$ cat src/rtl/ftm_recovery_seq.sv
// ftm_recovery_seq: lockstep recovery sequencer for the dual-core FTM.
// Compares the core 0 / core 1 regfile writeback streams. On divergence it
// requests debug-mode recovery, times the recovery routine, escalates to a
// core reset with bounded retries, and latches a fatal state once the
// retries are exhausted.
// Optional build macro FTM_SEQ_PC_CHECK_EN: when defined, a PC difference
// on a cycle where both instruction-valid strobes are high also counts as a
// mismatch.
module ftm_recovery_seq #(
  parameter int unsigned TIMEOUT_CYCLES = 1024,
  parameter int unsigned MAX_RETRIES    = 2,
  parameter int unsigned RESET_CYCLES   = 4
) (
  input  logic        clk_i,
  input  logic        rst_i,
  input  logic        enable_i,
  input  logic        we_a_i,
  input  logic        we_b_i,
  input  logic [4:0]  addr_a_i,
  input  logic [4:0]  addr_b_i,
  input  logic [31:0] data_a_i,
  input  logic [31:0] data_b_i,
  input  logic [31:0] pc_a_i,
  input  logic [31:0] pc_b_i,
  input  logic        valid_a_i,
  input  logic        valid_b_i,
  input  logic        done_i,
  output logic        recover_o,
  output logic        reset_o,
  output logic        recovering_o,
  output logic        error_o,
  output logic        fail_o,
  output logic [31:0] error_pc_o,
  output logic [3:0]  retry_cnt_o
);

  localparam int unsigned TW = $clog2(TIMEOUT_CYCLES + 1);
  localparam int unsigned RW = $clog2(RESET_CYCLES + 1);

  localparam logic [TW-1:0] TO_LAST   = TW'(TIMEOUT_CYCLES - 1);
  localparam logic [RW-1:0] RST_LAST  = RW'(RESET_CYCLES - 1);
  localparam logic [3:0]    RETRY_MAX = 4'(MAX_RETRIES);

  typedef enum logic [2:0] {
    ST_IDLE,
    ST_REQ,
    ST_RECOVER,
    ST_RESET,
    ST_FAIL
  } state_e;

  state_e        state_q, state_d;
  logic [TW-1:0] to_cnt_q, to_cnt_d;
  logic [RW-1:0] rs_cnt_q, rs_cnt_d;
  logic [3:0]    retry_q, retry_d;
  logic [31:0]   error_pc_q, error_pc_d;
  logic          error_q, error_d;
  logic          recover_q, recover_d;
  logic          recovering_q, recovering_d;
  logic          reset_q, reset_d;
  logic          fail_q, fail_d;

  logic          wb_mismatch;
  logic          pc_mismatch;
  logic          mismatch;

  // Writeback divergence; matching writes to x0 are discarded by both cores.
  always_comb begin
    wb_mismatch = 1'b0;
    if (we_a_i != we_b_i) begin
      wb_mismatch = 1'b1;
    end else if (we_a_i && !((addr_a_i == 5'd0) && (addr_b_i == 5'd0))) begin
      wb_mismatch = (addr_a_i != addr_b_i) || (data_a_i != data_b_i);
    end
  end

`ifdef FTM_SEQ_PC_CHECK_EN
  assign pc_mismatch = valid_a_i && valid_b_i && (pc_a_i != pc_b_i);
`else
  logic unused_pc_check;
  assign unused_pc_check = &{1'b0, pc_b_i, valid_a_i, valid_b_i};
  assign pc_mismatch     = 1'b0;
`endif

  assign mismatch = wb_mismatch || pc_mismatch;

  // Next-state, counters and registered output decode.
  always_comb begin
    state_d    = state_q;
    to_cnt_d   = to_cnt_q;
    rs_cnt_d   = rs_cnt_q;
    retry_d    = retry_q;
    error_pc_d = error_pc_q;
    error_d    = 1'b0;

    unique case (state_q)
      ST_IDLE: begin
        if (enable_i && mismatch) begin
          state_d    = ST_REQ;
          error_d    = 1'b1;
          error_pc_d = pc_a_i;
        end
      end
      ST_REQ: begin
        to_cnt_d = '0;
        state_d  = ST_RECOVER;
      end
      ST_RECOVER: begin
        to_cnt_d = to_cnt_q + 1'b1;
        if (done_i) begin
          state_d = ST_IDLE;
          retry_d = '0;
        end else if (to_cnt_q == TO_LAST) begin
          if (retry_q < RETRY_MAX) begin
            retry_d  = retry_q + 1'b1;
            rs_cnt_d = '0;
            state_d  = ST_RESET;
          end else begin
            state_d = ST_FAIL;
          end
        end
      end
      ST_RESET: begin
        rs_cnt_d = rs_cnt_q + 1'b1;
        if (rs_cnt_q == RST_LAST) begin
          state_d = ST_REQ;
        end
      end
      ST_FAIL: begin
        state_d = ST_FAIL;
      end
      default: begin
        state_d = ST_IDLE;
      end
    endcase

    // Outputs are decoded from the next state so they change on the same
    // edge as the state register and come straight out of flops.
    recover_d    = (state_d == ST_REQ) || (state_d == ST_RECOVER);
    recovering_d = (state_d == ST_RECOVER);
    reset_d      = (state_d == ST_RESET) || (state_d == ST_FAIL);
    fail_d       = (state_d == ST_FAIL);
  end

  // State, counters and output registers.
  always_ff @(posedge clk_i or posedge rst_i) begin
    if (rst_i) begin
      state_q      <= ST_IDLE;
      to_cnt_q     <= '0;
      rs_cnt_q     <= '0;
      retry_q      <= '0;
      error_pc_q   <= '0;
      error_q      <= 1'b0;
      recover_q    <= 1'b0;
      recovering_q <= 1'b0;
      reset_q      <= 1'b0;
      fail_q       <= 1'b0;
    end else begin
      state_q      <= state_d;
      to_cnt_q     <= to_cnt_d;
      rs_cnt_q     <= rs_cnt_d;
      retry_q      <= retry_d;
      error_pc_q   <= error_pc_d;
      error_q      <= error_d;
      recover_q    <= recover_d;
      recovering_q <= recovering_d;
      reset_q      <= reset_d;
      fail_q       <= fail_d;
    end
  end

  assign recover_o    = recover_q;
  assign reset_o      = reset_q;
  assign recovering_o = recovering_q;
  assign error_o      = error_q;
  assign fail_o       = fail_q;
  assign error_pc_o   = error_pc_q;
  assign retry_cnt_o  = retry_q;

endmodule

$ cat config.mk
export PLATFORM = sky130hd
export DESIGN_NAME = ftm_recovery_seq
export DESIGN_NICKNAME = d
export VERILOG_FILES = /design/src/rtl/ftm_recovery_seq.sv
export SDC_FILE = /design/constraint.sdc
export NUM_CORES = 1
export LEC_CHECK = 0
export CELL_PAD_IN_SITES_DETAIL_PLACEMENT = 2
export CELL_PAD_IN_SITES_GLOBAL_PLACEMENT = 2
export CORE_MARGIN = 5
export CORE_UTILIZATION = 21
export CTS_CLUSTER_SIZE = 12
export DETAILED_ROUTE_END_ITERATION = 10
export PLACE_DENSITY_LB_ADDON = 0.08
export SYNTH_ARGS = -nofsm -noshare
export SYNTH_HDL_FRONTEND = slang
export SYNTH_SLANG_ARGS = --single-unit
$ cat constraint.sdc
create_clock -name clk_i -period 2.4 [get_ports clk_i]
set_input_delay 0.72 -clock clk_i [delete_from_list [all_inputs] [get_ports clk_i]]
set_output_delay 0.72 -clock clk_i [all_outputs]
set_load 0.02 [all_outputs]
==> Yosys cells after proc, flatten, opt, wreduce, memory -nomap -nowiden <==
Cells that the tools add are included.
{ "op_classes": {"eq_ne": 16, "n_lt_le_gt_ge": 1, "addsub": 3, "muxes": 18, "reduce_logical": 17} }
{ "op_table": {"columns": ["cell", "count"], "rows": [
  ["$ne 32x32->1", 1],
  ["$mux 3", 8],
  ["$pmux 11 s2", 1],
  ["$eq 3x2->1 const B", 5],
  ["$pmux 3 s5", 1],
  ["$mux 4", 3],
  ["$add 11x1->11 const B", 1],
  ["$eq 11x10->1 const B", 1],
  ["$logic_not 5->1", 2],
  ["$reduce_bool 2->1", 4],
  ["$eq 3x1->1 const B", 2],
  ["$eq 3x3->1 const B", 2],
  ["$ne 2x2->1 const B", 3],
  ["$pmux 3 s2", 1],
  ["$ne 5x5->1", 1],
  ["$add 4x1->4 const B", 1],
  ["$lt 4x2->1 const B", 1],
  ["$mux 1", 4],
  ["$reduce_and 4->1", 1],
  ["$add 3x1->3 const B", 1],
  ["$logic_and 1x1->1", 3],
  ["$logic_not 3->1", 1],
  ["$logic_or 1x1->1", 3],
  ["$reduce_and 3->1", 1],
  ["other kinds (3)", 3]
]} }
{ "totals": {"register_bits": 58, "out_inout_bits": 41, "input_bits": 146} }

==> Logic depth before layout (Yosys ltp) <==
{ "logic_depth": {"ltp_word": 11, "ltp_mapped": 7} }

==> Worst setup path before layout <==
Ideal clock, no wire load.
{ "synth_path": {"path_kind": "input -> register", "from": "in data_b_i[5]", "to": "reg error_pc_q[10] (netlist: error_pc_o[10])", "setup_time_ns": 0.125, "stages": 7, "t_arrival_ns": 2.067, "path_slack_ns": 0.208, "cell_sequence": "xor2_1 -> nor4_1 -> nand4_1 -> nor3_2 -> nor2_2 -> buf_6 -> mux2_4"} }
{ "synth_between": {"elab_chain_cells": 6} }
{ "synth_rtl": {"columns": ["item", "line", "text"], "rows": [
  ["start, declared", "22", "input logic [31:0] data_b_i,"],
  ["$ne 32x32->1", "73", "wb_mismatch = (addr_a_i != addr_b_i) || (data_a_i != data_b_i);"],
  ["$logic_or 1x1->1", "73", null],
  ["$mux 1", "72", "end else if (we_a_i && !((addr_a_i == 5'd0) && (addr_b_i == 5'd0))) begin"],
  ["$mux 1", "70", "if (we_a_i != we_b_i) begin"],
  ["$logic_and 1x1->1", "98", "if (enable_i && mismatch) begin"],
  ["$reduce_and 2->1 (no line)", null, null],
  ["end signal, assigned", "163", "error_pc_q <= error_pc_d;"],
  ["end, declared", "56", "logic [31:0] error_pc_q, error_pc_d;"]
]} }
No other way between the ends.
A chain may end at the register's enable or synchronous reset.

==> Worst setup path after layout <==
{ "layout_path": {"from": "in data_b_i[5]", "to": "reg error_pc_q[13] (netlist: error_pc_o[13])"} }
Same word-level chain as after synthesis.

==> metrics.md <==
| Metric | Value |
|---|---|
| Most common cell in the netlist | `dfrtp_1` |
| Crit Path Max Fanout | `12` |
| Final worst slack | `approximately 0.12 ns` |
| Top post-synthesis cells by count | `58 x dfrtp_1, 37 x xor2_1, 29 x mux2_4, 17 x nand2_1, 15 x o21ai_0` |
| Met3 wire len | `roughly 1.1 mm` |
| Peak Freq | `about 440 MHz` |
| Maximum level of the CTS H-tree | `3` |
| Net Sw Frac | `0.329` |
| Initial antenna violation count | `0` |
| Post-Layout Inst Area | `between 5000 and 6000 um^2` |
| Worst Setup End Kind | `register` |
| WL final | `approximately 10 mm` |
| Met1 WL | `4.15 mm` |
| Fin nets | `576` |
| Syn Nets | `approximately 390` |
| Final Slew Violations | `0` |
| Min Tclk post-route | `2.28 ns` |
| Max Cap Viol | `0` |
| Synthesized cell area | `roughly 3000 um^2` |
| Final core occ | `0.376` |
| Port Buffers | `152` |
| Clock share of power | `0.261` |
| Worst-path clk slew | `about 0.06 ns` |
| Combinational fraction of design power | `0.446` |
| Layout area overhead | `76.5%` |
| Most used DFF post-synth | `dfrtp_1` |
| Placed Cells | `~600` |
| R2R Setup Slk | `approximately 0.14 ns` |
| # setup viols final | `0` |
| RePlAce Congestion | `between 0.6 and 0.7` |
| Hold crit path type | `reg2reg` |
| Via/cell ratio | `about 4.3` |
| Headroom to the max-slew limit | `0.550` |
| Critical Setup Path Class | `in2reg` |
| Pwr/cell area | `between 1000 and 1500 nW/um^2` |
| FF-to-FF End | `reset_o` |
| Clk_lat worst skew | `about 0.32 ns` |
| FFs w/ async S/R, synth | `1.00` |
| Share of layout cells above drive strength 1 | `0.281` |
| End point of the critical path | `error_pc_o[13]` |
| First-pass GRT wire length | `16.5 mm` |
| Die height | `roughly 130 um` |
| I/O pins | `about 190` |
| Top cells by area, synth | `dfrtp_1 49%, mux2_4 15%, xor2_1 11%` |
| Maximum vdd drop | `around 0.00036 V` |
| Worst R2R Path Depth | `7` |
| Core area | `between 10000 and 15000 um^2` |
| Clk_skew | `slightly above 0.009 ns` |
| Net switching power | `1.82 mW` |
| Final HPWL DP | `8.00 mm` |
| Vias in the first global route | `just over 3000` |
| Antenna-violating nets left | `0` |
| Diode count | `0` |
| Area leader, netlist | `dfrtp_1` |
| Residual DRC | `0` |
| Largest net degree at the start of global routing | `24` |
| Status | `finished, final reports clean` |
| CP arrival | `roughly 2.5 ns` |
| RR Startpoint | `to_cnt_q[0]` |
| Row count | `43` |
| GR Util All Layers | `0.128` |
| Seq/Total Area, Yosys | `0.492` |
| Flop pwr share | `0.292` |
| Final hold vios | `0` |
| Data required, critical path | `about 2.6 ns` |
| Critical path launch point type | `primary input` |
| Worst slack at placement | `-0.573 ns` |
| Clock Path Buffers | `2` |
| Final worst-path cycle share | `0.948` |
| CTS root buffer | `clkbuf_16` |
| WL/cell | `roughly 17 um` |
| Post-synth EDFFs | `0` |
| Die area | `around 17000 um^2` |
| Met2 wire length | `5.14 mm` |
| CTS Buf Count | `9` |
| Cells after Synth | `about 240` |
| Initial DRC Count | `53` |
| Synth unique cells | `37` |
| Worst Setup SP | `data_b_i[5]` |
| Vias | `2611` |
| Synth warn | `0` |
| RSZ-0062 raised after global routing | `no` |
| Gr ovfl total | `0` |
| Slew @ Worst Pin | `0.665 ns` |
| Register bit count reported by yosys | `58` |
| Router iterations before antenna repair | `4` |
| Non-filler cells, final | `611` |
| Static Leak | `between 2 and 2.5 nW` |
| Avg Synthesized Cell Area | `around 12 um^2` |
| Int Power | `~3.7 mW` |
| Top Layer Used | `met4` |
| Chip Width | `129 um` |
| Sinks on Clock Net | `between 50 and 60` |
| Placed cell area | `between 4000 and 5000 um^2` |
| Starting Density | `0.213` |
| CTS tree | `done` |
| Post-synth top area share | `0.492` |
| FILL cells | `approximately 1500` |
==> kinds of logic after synthesis <==
logic type,share of synthesized area
compound gates,0.0653
fa+ha+maj,0.0170
flops,0.492
buf+inv,0.0178
simple gates,0.123
xor+xnor,0.116
mux,0.169
==> worst min path at each step <==
stage	startpoint	end	slack, ns	cells after the start
floorplan	rs_cnt_q[2]	rs_cnt_q[2]	0.45	2
global placement	rs_cnt_q[2]	rs_cnt_q[2]	0.46	2
detailed placement	rs_cnt_q[1]	rs_cnt_q[1]	0.49	1
CTS	rs_cnt_q[1]	rs_cnt_q[1]	0.51	1
global route	rs_cnt_q[1]	rs_cnt_q[1]	0.52	1
finish	rs_cnt_q[2]	rs_cnt_q[2]	0.49	2
==> cell type report <==
type	count	area, um^2	share of cell area
inverter	3	11.3	0.00216
tap	180	225	0.0433
multi-input combinational	178	1540	0.296
clock buffer	12	267	0.0512
sequential	58	1450	0.279
timing repair buffer	176	1640	0.314
clock inverter	4	72.6	0.0139
==> stage by stage <==
stage	hold slack, ns	total power, mW	setup TNS, ns
5_1_grt	0.523	5.89	0
4_1_cts	0.506	5.68	-0.171
3_3_place_gp	0.464	4.00	-17.76
6_report	0.493	5.54	0
3_5_place_dp	0.493	4.05	-19.62
2_1_floorplan	0.450	2.88	0
==> what timing repair did <==
action,CTS,global route
cloned,3,0
buffers inserted,2,3
resized for setup,93,88
pin swaps,8,37
hold buffers,0,0
endpoints found under the setup margin,34,32
==> power by group through the flow <==
stage	Combinational [mW]	Clock, mW	Sequential (mW)
2_1_floorplan	0.919	0	1.96
3_3_place_gp	2.39	0	1.61
3_5_place_dp	2.42	0	1.63
4_1_cts	2.55	1.50	1.63
5_1_grt	2.66	1.55	1.69
6_report	2.47	1.45	1.62
==> sequential cells by signal (all words and copies together), names as in the netlist <==
name / flops
rs_cnt_q: 3
to_cnt_q: 11
retry_cnt_o: 4
error_pc_o: 32
fail_o: 1
recover_o: 1
state_q: 3
reset_o: 1
recovering_o: 1
error_o: 1
==> placed cells by master, fill, tap and decap left out, types with 3 or more instances in the layout <==
cell type | synthesis | layout
clkdlybuf4s50_1 | 0 | 78
nor2b_1 | 4 | 4
mux2_4 | 29 | 29
xor2_1 | 37 | 33
nor4_2 | 1 | 9
clkdlybuf4s15_1 | 0 | 23
clkbuf_2 | 0 | 30
buf_4 | 0 | 17
mux2_2 | 3 | 3
nand2_1 | 17 | 17
mux2i_1 | 3 | 3
dlygate4sd2_1 | 0 | 15
clkbuf_8 | 0 | 3
dlymetal6s2s_1 | 0 | 5
o21ai_0 | 15 | 15
ha_1 | 4 | 4
dfrtp_1 | 58 | 58
nand3_1 | 4 | 4
nand4_1 | 5 | 5
a21oi_1 | 8 | 8
nor2_1 | 11 | 11
clkbuf_16 | 0 | 9
buf_12 | 0 | 3
xor2_2 | 0 | 4
==> critical path, cell delays in order <==
cell and delay [ns]:
clkbuf_2 0.10, xor2_2 0.18, nor4_2 0.29, nand4_1 0.20, nor3_4 0.27, nor2_4 0.08, buf_4 0.18, buf_16 0.16
mux2_4 0.29
==> metal layers <==
metal / vias up / GRT usage
li1: 1228 / -
met1: 1273 / 0.150
met2: 105 / 0.211
met3: 5 / 0.0623
met4: 0 / 0.0352
met5: - / 0
No activity file was read; power rests on OpenSTA's default activity.
